File: src/rtl/rw_addr_sched_k2_pkg.sv
// Shared types and defaults for the radix-2 read/write address scheduler.
package rw_addr_sched_k2_pkg;

  // Index width used by the AGU stream; the write-back entry is sized from it.
  localparam int K2_D_WIDTH = 32;
  // Default butterfly latency from read-data-valid to write-data-valid.
  localparam int K2_BF_LAT  = 4;

  typedef enum logic [1:0] {
    IDLE  = 2'd0,
    RUN   = 2'd1,
    DRAIN = 2'd2
  } sched_state_e;

  // One in-flight butterfly: which banks were read and at which addresses,
  // so the same accesses can be replayed as write-backs.
  typedef struct packed {
    logic                  valid;
    logic [K2_D_WIDTH-1:0] addr0;
    logic [K2_D_WIDTH-1:0] addr1;
    logic                  en0;
    logic                  en1;
    logic                  swap;
  } wb_entry_t;

endpackage

File: src/rtl/rw_addr_sched_k2_wb_delay_line.sv
// Fixed-depth shift register carrying read accesses forward to their write-back slot.
module wb_delay_line_k2
  import rw_addr_sched_k2_pkg::*;
#(
  parameter int DEPTH = K2_BF_LAT
) (
  input  logic             clk,
  input  logic             rst,
  input  wb_entry_t        din,
  output wb_entry_t        dout,
  output logic [DEPTH-1:0] valid_vec
);

  wb_entry_t stage_reg [DEPTH];

  // Shift every cycle; reset empties the line so no stale write-back escapes.
  always_ff @(posedge clk or posedge rst) begin
    if (rst) begin
      for (int i = 0; i < DEPTH; i++) begin
        stage_reg[i] <= '0;
      end
    end else begin
      stage_reg[0] <= din;
      for (int i = 1; i < DEPTH; i++) begin
        stage_reg[i] <= stage_reg[i-1];
      end
    end
  end

  genvar gi;
  generate
    for (gi = 0; gi < DEPTH; gi++) begin : g_valid
      assign valid_vec[gi] = stage_reg[gi].valid;
    end
  endgenerate

  assign dout = stage_reg[DEPTH-1];

endmodule

File: src/rtl/rw_addr_sched_k2.sv
// Radix-2 read/write address scheduler: conflict-free bank reads, delayed write-back
// replay, stage completion tracking and sticky error reporting.
module rw_addr_sched_k2
  import rw_addr_sched_k2_pkg::*;
#(
  parameter int D_WIDTH = K2_D_WIDTH,
  parameter int BF_LAT  = K2_BF_LAT
) (
  input  logic               clk,
  input  logic               rst,
  input  logic [D_WIDTH-1:0] MA0_idx_k2,
  input  logic [D_WIDTH-1:0] MA1_idx_k2,
  input  logic [D_WIDTH-1:0] BN0_idx_k2,
  input  logic [D_WIDTH-1:0] BN1_idx_k2,
  input  logic               BN_MA_out_en_k2,
  input  logic               AGU_done_out_k2,
  input  logic [D_WIDTH-1:0] l_AGU_out_k2,
  output logic               bank0_rd_en,
  output logic               bank1_rd_en,
  output logic [D_WIDTH-1:0] bank0_rd_addr,
  output logic [D_WIDTH-1:0] bank1_rd_addr,
  output logic               rd_swap,
  output logic [D_WIDTH-1:0] l_rd_out,
  output logic               bank0_wr_en,
  output logic               bank1_wr_en,
  output logic [D_WIDTH-1:0] bank0_wr_addr,
  output logic [D_WIDTH-1:0] bank1_wr_addr,
  output logic               wr_swap,
  output logic               sched_done,
  output logic               busy,
  output logic [D_WIDTH-1:0] pair_cnt,
  output logic               conflict_err,
  output logic               seq_err
);

  localparam logic [3:0] DRAIN_LOAD = 4'(BF_LAT);

  logic               en;
  logic               done;
  logic               bn0;
  logic               bn1;
  logic               conflict;
  logic               unused_bn_bits;

  logic               rd_en0_reg;
  logic               rd_en1_reg;
  logic [D_WIDTH-1:0] rd_addr0_reg;
  logic [D_WIDTH-1:0] rd_addr1_reg;
  logic               rd_swap_reg;
  logic [D_WIDTH-1:0] l_rd_reg;

  wb_entry_t          wb_in;
  wb_entry_t          wb_out;
  logic [BF_LAT-1:0]  wb_valid_vec;

  sched_state_e       state_reg;
  sched_state_e       state_next;
  logic [3:0]         drain_cnt_reg;
  logic [3:0]         drain_cnt_next;
  logic [D_WIDTH-1:0] pair_cnt_reg;
  logic [D_WIDTH-1:0] pair_cnt_next;
  logic               conflict_err_reg;
  logic               conflict_err_next;
  logic               seq_err_reg;
  logic               seq_err_next;
  logic               sched_done_c;

  assign en       = BN_MA_out_en_k2;
  assign done     = AGU_done_out_k2;
  assign bn0      = BN0_idx_k2[0];
  assign bn1      = BN1_idx_k2[0];
  assign conflict = (bn0 == bn1);
  // Only the bank-select LSB is meaningful on the BN inputs.
  assign unused_bn_bits = ^{BN0_idx_k2[D_WIDTH-1:1], BN1_idx_k2[D_WIDTH-1:1]};

  // Read stage: steer each operand to its bank; a conflicting pair issues operand 0 only.
  always_ff @(posedge clk or posedge rst) begin
    if (rst) begin
      rd_en0_reg   <= 1'b0;
      rd_en1_reg   <= 1'b0;
      rd_addr0_reg <= '0;
      rd_addr1_reg <= '0;
      rd_swap_reg  <= 1'b0;
      l_rd_reg     <= '0;
    end else begin
      rd_en0_reg <= 1'b0;
      rd_en1_reg <= 1'b0;
      if (en) begin
        rd_swap_reg <= bn0;
        l_rd_reg    <= l_AGU_out_k2;
        if (bn0) begin
          rd_en1_reg   <= 1'b1;
          rd_addr1_reg <= MA0_idx_k2;
        end else begin
          rd_en0_reg   <= 1'b1;
          rd_addr0_reg <= MA0_idx_k2;
        end
        if (!conflict) begin
          if (bn1) begin
            rd_en1_reg   <= 1'b1;
            rd_addr1_reg <= MA1_idx_k2;
          end else begin
            rd_en0_reg   <= 1'b1;
            rd_addr0_reg <= MA1_idx_k2;
          end
        end
      end
    end
  end

  // Pack the issued read into a write-back entry for the delay line.
  always_comb begin
    wb_in       = '0;
    wb_in.valid = rd_en0_reg | rd_en1_reg;
    wb_in.addr0 = rd_addr0_reg;
    wb_in.addr1 = rd_addr1_reg;
    wb_in.en0   = rd_en0_reg;
    wb_in.en1   = rd_en1_reg;
    wb_in.swap  = rd_swap_reg;
  end

  wb_delay_line_k2 #(
    .DEPTH (BF_LAT)
  ) u_wb_delay (
    .clk       (clk),
    .rst       (rst),
    .din       (wb_in),
    .dout      (wb_out),
    .valid_vec (wb_valid_vec)
  );

  // Stage tracking state register.
  always_ff @(posedge clk or posedge rst) begin
    if (rst) begin
      state_reg        <= IDLE;
      drain_cnt_reg    <= '0;
      pair_cnt_reg     <= '0;
      conflict_err_reg <= 1'b0;
      seq_err_reg      <= 1'b0;
    end else begin
      state_reg        <= state_next;
      drain_cnt_reg    <= drain_cnt_next;
      pair_cnt_reg     <= pair_cnt_next;
      conflict_err_reg <= conflict_err_next;
      seq_err_reg      <= seq_err_next;
    end
  end

  // Next-state: drain waits out the butterfly latency so sched_done lines up with
  // the write-back of the last pair of the stage.
  always_comb begin
    state_next        = state_reg;
    drain_cnt_next    = drain_cnt_reg;
    pair_cnt_next     = pair_cnt_reg;
    conflict_err_next = conflict_err_reg;
    seq_err_next      = seq_err_reg;
    sched_done_c      = 1'b0;

    if (en && conflict) begin
      conflict_err_next = 1'b1;
    end

    case (state_reg)
      IDLE: begin
        if (done) begin
          state_next     = DRAIN;
          drain_cnt_next = DRAIN_LOAD;
          pair_cnt_next  = en ? D_WIDTH'(1) : '0;
        end else if (en) begin
          state_next    = RUN;
          pair_cnt_next = D_WIDTH'(1);
        end
      end
      RUN: begin
        if (en) begin
          pair_cnt_next = pair_cnt_reg + D_WIDTH'(1);
        end
        if (done) begin
          state_next     = DRAIN;
          drain_cnt_next = DRAIN_LOAD;
        end
      end
      DRAIN: begin
        if (en) begin
          pair_cnt_next = pair_cnt_reg + D_WIDTH'(1);
        end
        if (en || done) begin
          seq_err_next = 1'b1;
        end
        if (drain_cnt_reg == 4'd0) begin
          sched_done_c = 1'b1;
          state_next   = IDLE;
        end else begin
          drain_cnt_next = drain_cnt_reg - 4'd1;
        end
      end
      default: begin
        state_next = IDLE;
      end
    endcase
  end

  assign bank0_rd_en   = rd_en0_reg;
  assign bank1_rd_en   = rd_en1_reg;
  assign bank0_rd_addr = rd_addr0_reg;
  assign bank1_rd_addr = rd_addr1_reg;
  assign rd_swap       = rd_swap_reg;
  assign l_rd_out      = l_rd_reg;

  assign bank0_wr_en   = wb_out.valid & wb_out.en0;
  assign bank1_wr_en   = wb_out.valid & wb_out.en1;
  assign bank0_wr_addr = wb_out.addr0;
  assign bank1_wr_addr = wb_out.addr1;
  assign wr_swap       = wb_out.swap;

  assign sched_done    = sched_done_c;
  assign busy          = (state_reg != IDLE) | rd_en0_reg | rd_en1_reg | (|wb_valid_vec);
  assign pair_cnt      = pair_cnt_reg;
  assign conflict_err  = conflict_err_reg;
  assign seq_err       = seq_err_reg;

endmodule
File: config.mk
export PLATFORM = sky130hd
export DESIGN_NAME = rw_addr_sched_k2
export DESIGN_NICKNAME = d
export VERILOG_FILES = /design/src/rtl/rw_addr_sched_k2_pkg.sv /design/src/rtl/rw_addr_sched_k2_wb_delay_line.sv /design/src/rtl/rw_addr_sched_k2.sv
export SDC_FILE = /design/constraint.sdc
export NUM_CORES = 1
export LEC_CHECK = 0
export BUFFER_PORTS_ARGS = -buffer_cell sky130_fd_sc_hd__buf_2
export CAP_MARGIN = 20
export CELL_PAD_IN_SITES_DETAIL_PLACEMENT = 1
export CELL_PAD_IN_SITES_GLOBAL_PLACEMENT = 1
export CORE_MARGIN = 2
export CORE_UTILIZATION = 42
export DETAILED_ROUTE_END_ITERATION = 12
export PLACE_DENSITY_LB_ADDON = 0.1
export SETUP_SLACK_MARGIN = 0.5
export SYNTH_ARGS = -nofsm -noshare
export SYNTH_HDL_FRONTEND = slang
export SYNTH_SLANG_ARGS = --single-unit
File: constraint.sdc
create_clock -name clk -period 16.25 [get_ports clk]
set_input_delay 1.625 -clock clk [delete_from_list [all_inputs] [get_ports clk]]
set_output_delay 1.625 -clock clk [all_outputs]
set_load 0.005 [all_outputs]
==> impl_summary.log <==
INFO  metric outcome = completed
INFO  metric worst_ep_arrival_time = 4.30 ns
INFO  metric synth_top_area_cell = sky130_fd_sc_hd__dfrtp_1
INFO  metric place_area = roughly 0.015 mm2
INFO  metric die_h = 187.1 um
INFO  metric power_switching = between 0.6 and 0.7 mW
INFO  metric hold_violations = 0
INFO  metric num_rows = 67
INFO  metric synth-edff-count = 0
INFO  metric rsz_0062_raised_after_global_routing = false
INFO  metric pwr_dens = roughly 150 mW/mm2
INFO  metric grt_pass1_vias = 8947
INFO  metric timing.hold.worst.start = u_wb_delay.stage_reg[244]$_DFF_PP0_
INFO  metric grt_start_max_net_pins = ~120
INFO  metric critical_path.max_stage_delay = 0.73 ns
INFO  metric worst_setup_hold_path_clk_slew = 0.06 ns
INFO  metric synth.top_cell.area_share = 73.04%
INFO  metric max-cap-violations = 0
INFO  metric die_w = 187.1 um
INFO  metric synth-seq-area-share = 73.04%
INFO  metric top_post_synthesis_cells_by_count = sky130_fd_sc_hd__dfrtp_1 (411), sky130_fd_sc_hd__buf_4 (128), sky130_fd_sc_hd__a21oi_1 (89), sky130_fd_sc_hd__nor2_1 (78), sky130_fd_sc_hd__o22ai_1 (66)
INFO  metric wire_length_of_the_first_global_routing_pass = 50.98 mm
INFO  metric critical_path_peak_fanout = 34
INFO  metric cts.path.max_buffers = 3
INFO  metric antenna_violations_before_repair = 4
INFO  metric cts_setup_buffers = 0
INFO  metric yosys_most_used_dff = sky130_fd_sc_hd__dfrtp_1
INFO  metric dr_total_vias = roughly 8.3k
INFO  metric total_leakage_power = 7.448 nW
INFO  metric fin_area = 0.01665 mm2
INFO  metric async_reset_ff_share = 100.0%
INFO  metric clock-skew-final = 0.01515 ns
INFO  metric worstSetupEndpointType = register
INFO  metric placement.io_buffers = between 300 and 400
INFO  metric setup-violations-final = 0
INFO  metric drt-total-wl = 31.65 mm
INFO  metric core_region_area = ~0.033 mm2
INFO  metric fin_util = between 50% and 60%
INFO  metric clock_share_of_power = 39.8%
INFO  metric clock-sinks = 411
INFO  metric cts_resized = 0
INFO  metric fmax = 255.0 MHz
INFO  metric clock_tree.root_cell = sky130_fd_sc_hd__clkbuf_16
INFO  metric yosys_register_bits = 411
INFO  metric areaGrowthSynthToFinish = 18.27%
INFO  metric critical_path_class = primary input to register
INFO  metric io_pins = roughly 370
INFO  metric finalCritPeriodShare = 24.13%
INFO  metric worstHoldPathType = register to register
INFO  metric path_buf_inv = 2
INFO  metric r2r_start = state_reg[0]$_DFFE_PP0P_
INFO  metric largest_reg_flops = 201
INFO  metric critPathTopFamily = simple AND/OR/NAND/NOR gates
INFO  metric grt_overflow = 0
INFO  metric netlist-cell-type-count = 49
INFO  metric gp_congestion = ~0.73
INFO  metric floorplan.initialDensity = 42.31%
INFO  metric synthesis.area_per_instance = 13.82 um2
INFO  metric p_sw_share = 24.74%
INFO  metric internal-power = 1.901 mW
INFO  metric tritoncts_clock_tree = done
INFO  metric detailedRoute.firstPassIterationCount = 4
INFO  metric post_synth_inst_count = between 1k and 1.5k
INFO  metric final_period_minus_worst_setup_slack = 3.922 ns
INFO  metric synth.net_count = between 1k and 1.5k
INFO  metric drt_iter0_drc = 266
INFO  metric power.share.sequential = between 40 and 50%
INFO  metric yosys-top-cells-area = sky130_fd_sc_hd__dfrtp_1 (73%), sky130_fd_sc_hd__buf_4 (6.8%), sky130_fd_sc_hd__a21oi_1 (3.2%)
INFO  metric post-route-drc-count = 0
INFO  metric cts.hold.buffers_added = 0
INFO  metric setup-tns-final = 0 ns
INFO  metric grt_overall_usage = 18.49%
INFO  metric final_antenna_net_count = 0
INFO  metric worst_slew_margin_rel = 34.88%
INFO  metric yosysWarnings = 0
INFO  metric crit_path_cell_trace = buf_2 > inv_1 > ha_1 > nand2b_2 > nand2_2 > o22ai_1 > a21oi_1
INFO  metric wire_per_inst = about 19 um
INFO  metric htreeDepth = 2
INFO  metric cts-buffers-inserted = 43
INFO  metric worst_pin_slew = about 1 ns
INFO  metric cp-startpoint = BN0_idx_k2[0]
INFO  metric cp-start-kind = primary input
INFO  metric die_area = 0.03501 mm2
INFO  metric drive_above_1_share = 34.60%
INFO  metric nets = between 1k and 1.5k
INFO  metric combinationalPowerShare = 11.3%
INFO  metric synth_area = 0.01408 mm2
INFO  metric max_slew_violation_count = 0
INFO  metric detail_routed_via_count_per_cell = between 4 and 5
INFO  metric clk-insertion-delay-late = 0.53 ns
INFO  metric cpMaxStageDelayCell = sky130_fd_sc_hd__nand2_2
INFO  metric synthMostInstantiatedCell = sky130_fd_sc_hd__dfrtp_1
INFO  metric required_time_worst_endpoint = approximately 17 ns
INFO  metric detailedPlacementHpwl = 20.40 mm
INFO  metric ir_worst_vdd = 0.08186 mV
## layout by cell type (no fill, tap or decap), types with 3 or more instances in the layout
| master | n |
|---|---|
| sky130_fd_sc_hd__a21oi_1 | 87 |
| sky130_fd_sc_hd__a22o_1 | 5 |
| sky130_fd_sc_hd__and2_1 | 4 |
| sky130_fd_sc_hd__and3_1 | 5 |
| sky130_fd_sc_hd__buf_2 | 302 |
| sky130_fd_sc_hd__buf_4 | 9 |
| sky130_fd_sc_hd__bufinv_16 | 5 |
| sky130_fd_sc_hd__clkbuf_1 | 14 |
| sky130_fd_sc_hd__clkbuf_16 | 45 |
| sky130_fd_sc_hd__clkbuf_8 | 5 |
| sky130_fd_sc_hd__clkinv_2 | 8 |
| sky130_fd_sc_hd__dfrtp_1 | 411 |
| sky130_fd_sc_hd__ha_1 | 9 |
| sky130_fd_sc_hd__inv_1 | 12 |
| sky130_fd_sc_hd__mux2_2 | 34 |
| sky130_fd_sc_hd__mux2i_1 | 4 |
| sky130_fd_sc_hd__nand2_1 | 19 |
| sky130_fd_sc_hd__nand2_2 | 3 |
| sky130_fd_sc_hd__nand2b_1 | 5 |
| sky130_fd_sc_hd__nand3_1 | 8 |
| sky130_fd_sc_hd__nand4_1 | 7 |
| sky130_fd_sc_hd__nor2_1 | 78 |
| sky130_fd_sc_hd__nor3_1 | 3 |
| sky130_fd_sc_hd__nor4_1 | 3 |
| sky130_fd_sc_hd__o211ai_1 | 5 |
| sky130_fd_sc_hd__o21ai_0 | 13 |
| sky130_fd_sc_hd__o22ai_1 | 66 |
| sky130_fd_sc_hd__o31ai_1 | 12 |
| sky130_fd_sc_hd__or2_2 | 3 |
| sky130_fd_sc_hd__or3_1 | 5 |
| sky130_fd_sc_hd__or4_1 | 12 |
## final cells by class
| class | instances | area, um2 |
|---|---|---|
| Sequential cell | 411 | 10280 |
| Multi-Input combinational cell | 423 | 2641 |
| Clock inverter | 16 | 226.5 |
| Timing Repair Buffer | 313 | 1634 |
| Clock buffer | 64 | 1247 |
| Fill cell | 3460 | 16630 |
| Antenna cell | 1 | 2.502 |
| Tap cell | 448 | 560.5 |
| Inverter | 13 | 56.30 |
## logic make-up after synthesis
family | synth area share (%)
flip-flops | 73.04
buffers and inverters | 8.433
multiplexers | 3.003
AO/OA/AOI/OAI | 8.690
XOR/XNOR | 0.1866
adder cells (fa/ha/maj) | 0.7997
AND/OR/NAND/NOR | 5.847
## power groups by stage
stage | registers (mW) | clock network (mW) | logic, mW
6_report | 1.23 | 1.01 | 0.286
3_5_place_dp | 1.25 | 0 | 0.291
5_1_grt | 1.25 | 1.08 | 0.322
4_1_cts | 1.24 | 1.04 | 0.292
3_3_place_gp | 1.25 | 0 | 0.284
2_1_floorplan | 1.24 | 0 | 0.223
## routing by layer
metal  track usage [%]  wire length [um]  vias to the layer above
met2             30.51             15340                      236
met3             5.704              2299                       57
met4             5.464               792                        6
met1             23.59             13190                     4254
met5                 0                32                        -
li1                  -                 -                     3768
## metrics by stage
step | std cells | hold WS (ns) | worst slack [ns] | power, mW
after floorplan | 1019 | 0.3312 | 3.189 | 1.461
after global placement | 1605 | 0.3310 | 11.74 | 1.529
after detailed placement | 1606 | 0.3356 | 11.71 | 1.546
after CTS | 1686 | 0.3457 | 12.25 | 2.566
after global routing | 1689 | 0.3486 | 12.16 | 2.658
final | 1689 | 0.3411 | 12.33 | 2.526
## worst paths after layout
kind	slack, ns	endpoint	cells after the start
max in group asynchronous	12.81	u_wb_delay.dout[10]$_DFF_PP0_	4
min reg2reg	0.34	u_wb_delay.stage_reg[176]$_DFF_PP0_	0
min in group asynchronous	1.27	u_wb_delay.dout[25]$_DFF_PP0_	2
min	0.34	u_wb_delay.stage_reg[176]$_DFF_PP0_	0
max	12.33	bank0_rd_addr[21]$_DFFE_PP0P_	7
max reg2reg	13.74	pair_cnt[14]$_DFFE_PP0P_	6
Power figures use the tool's default switching activity.
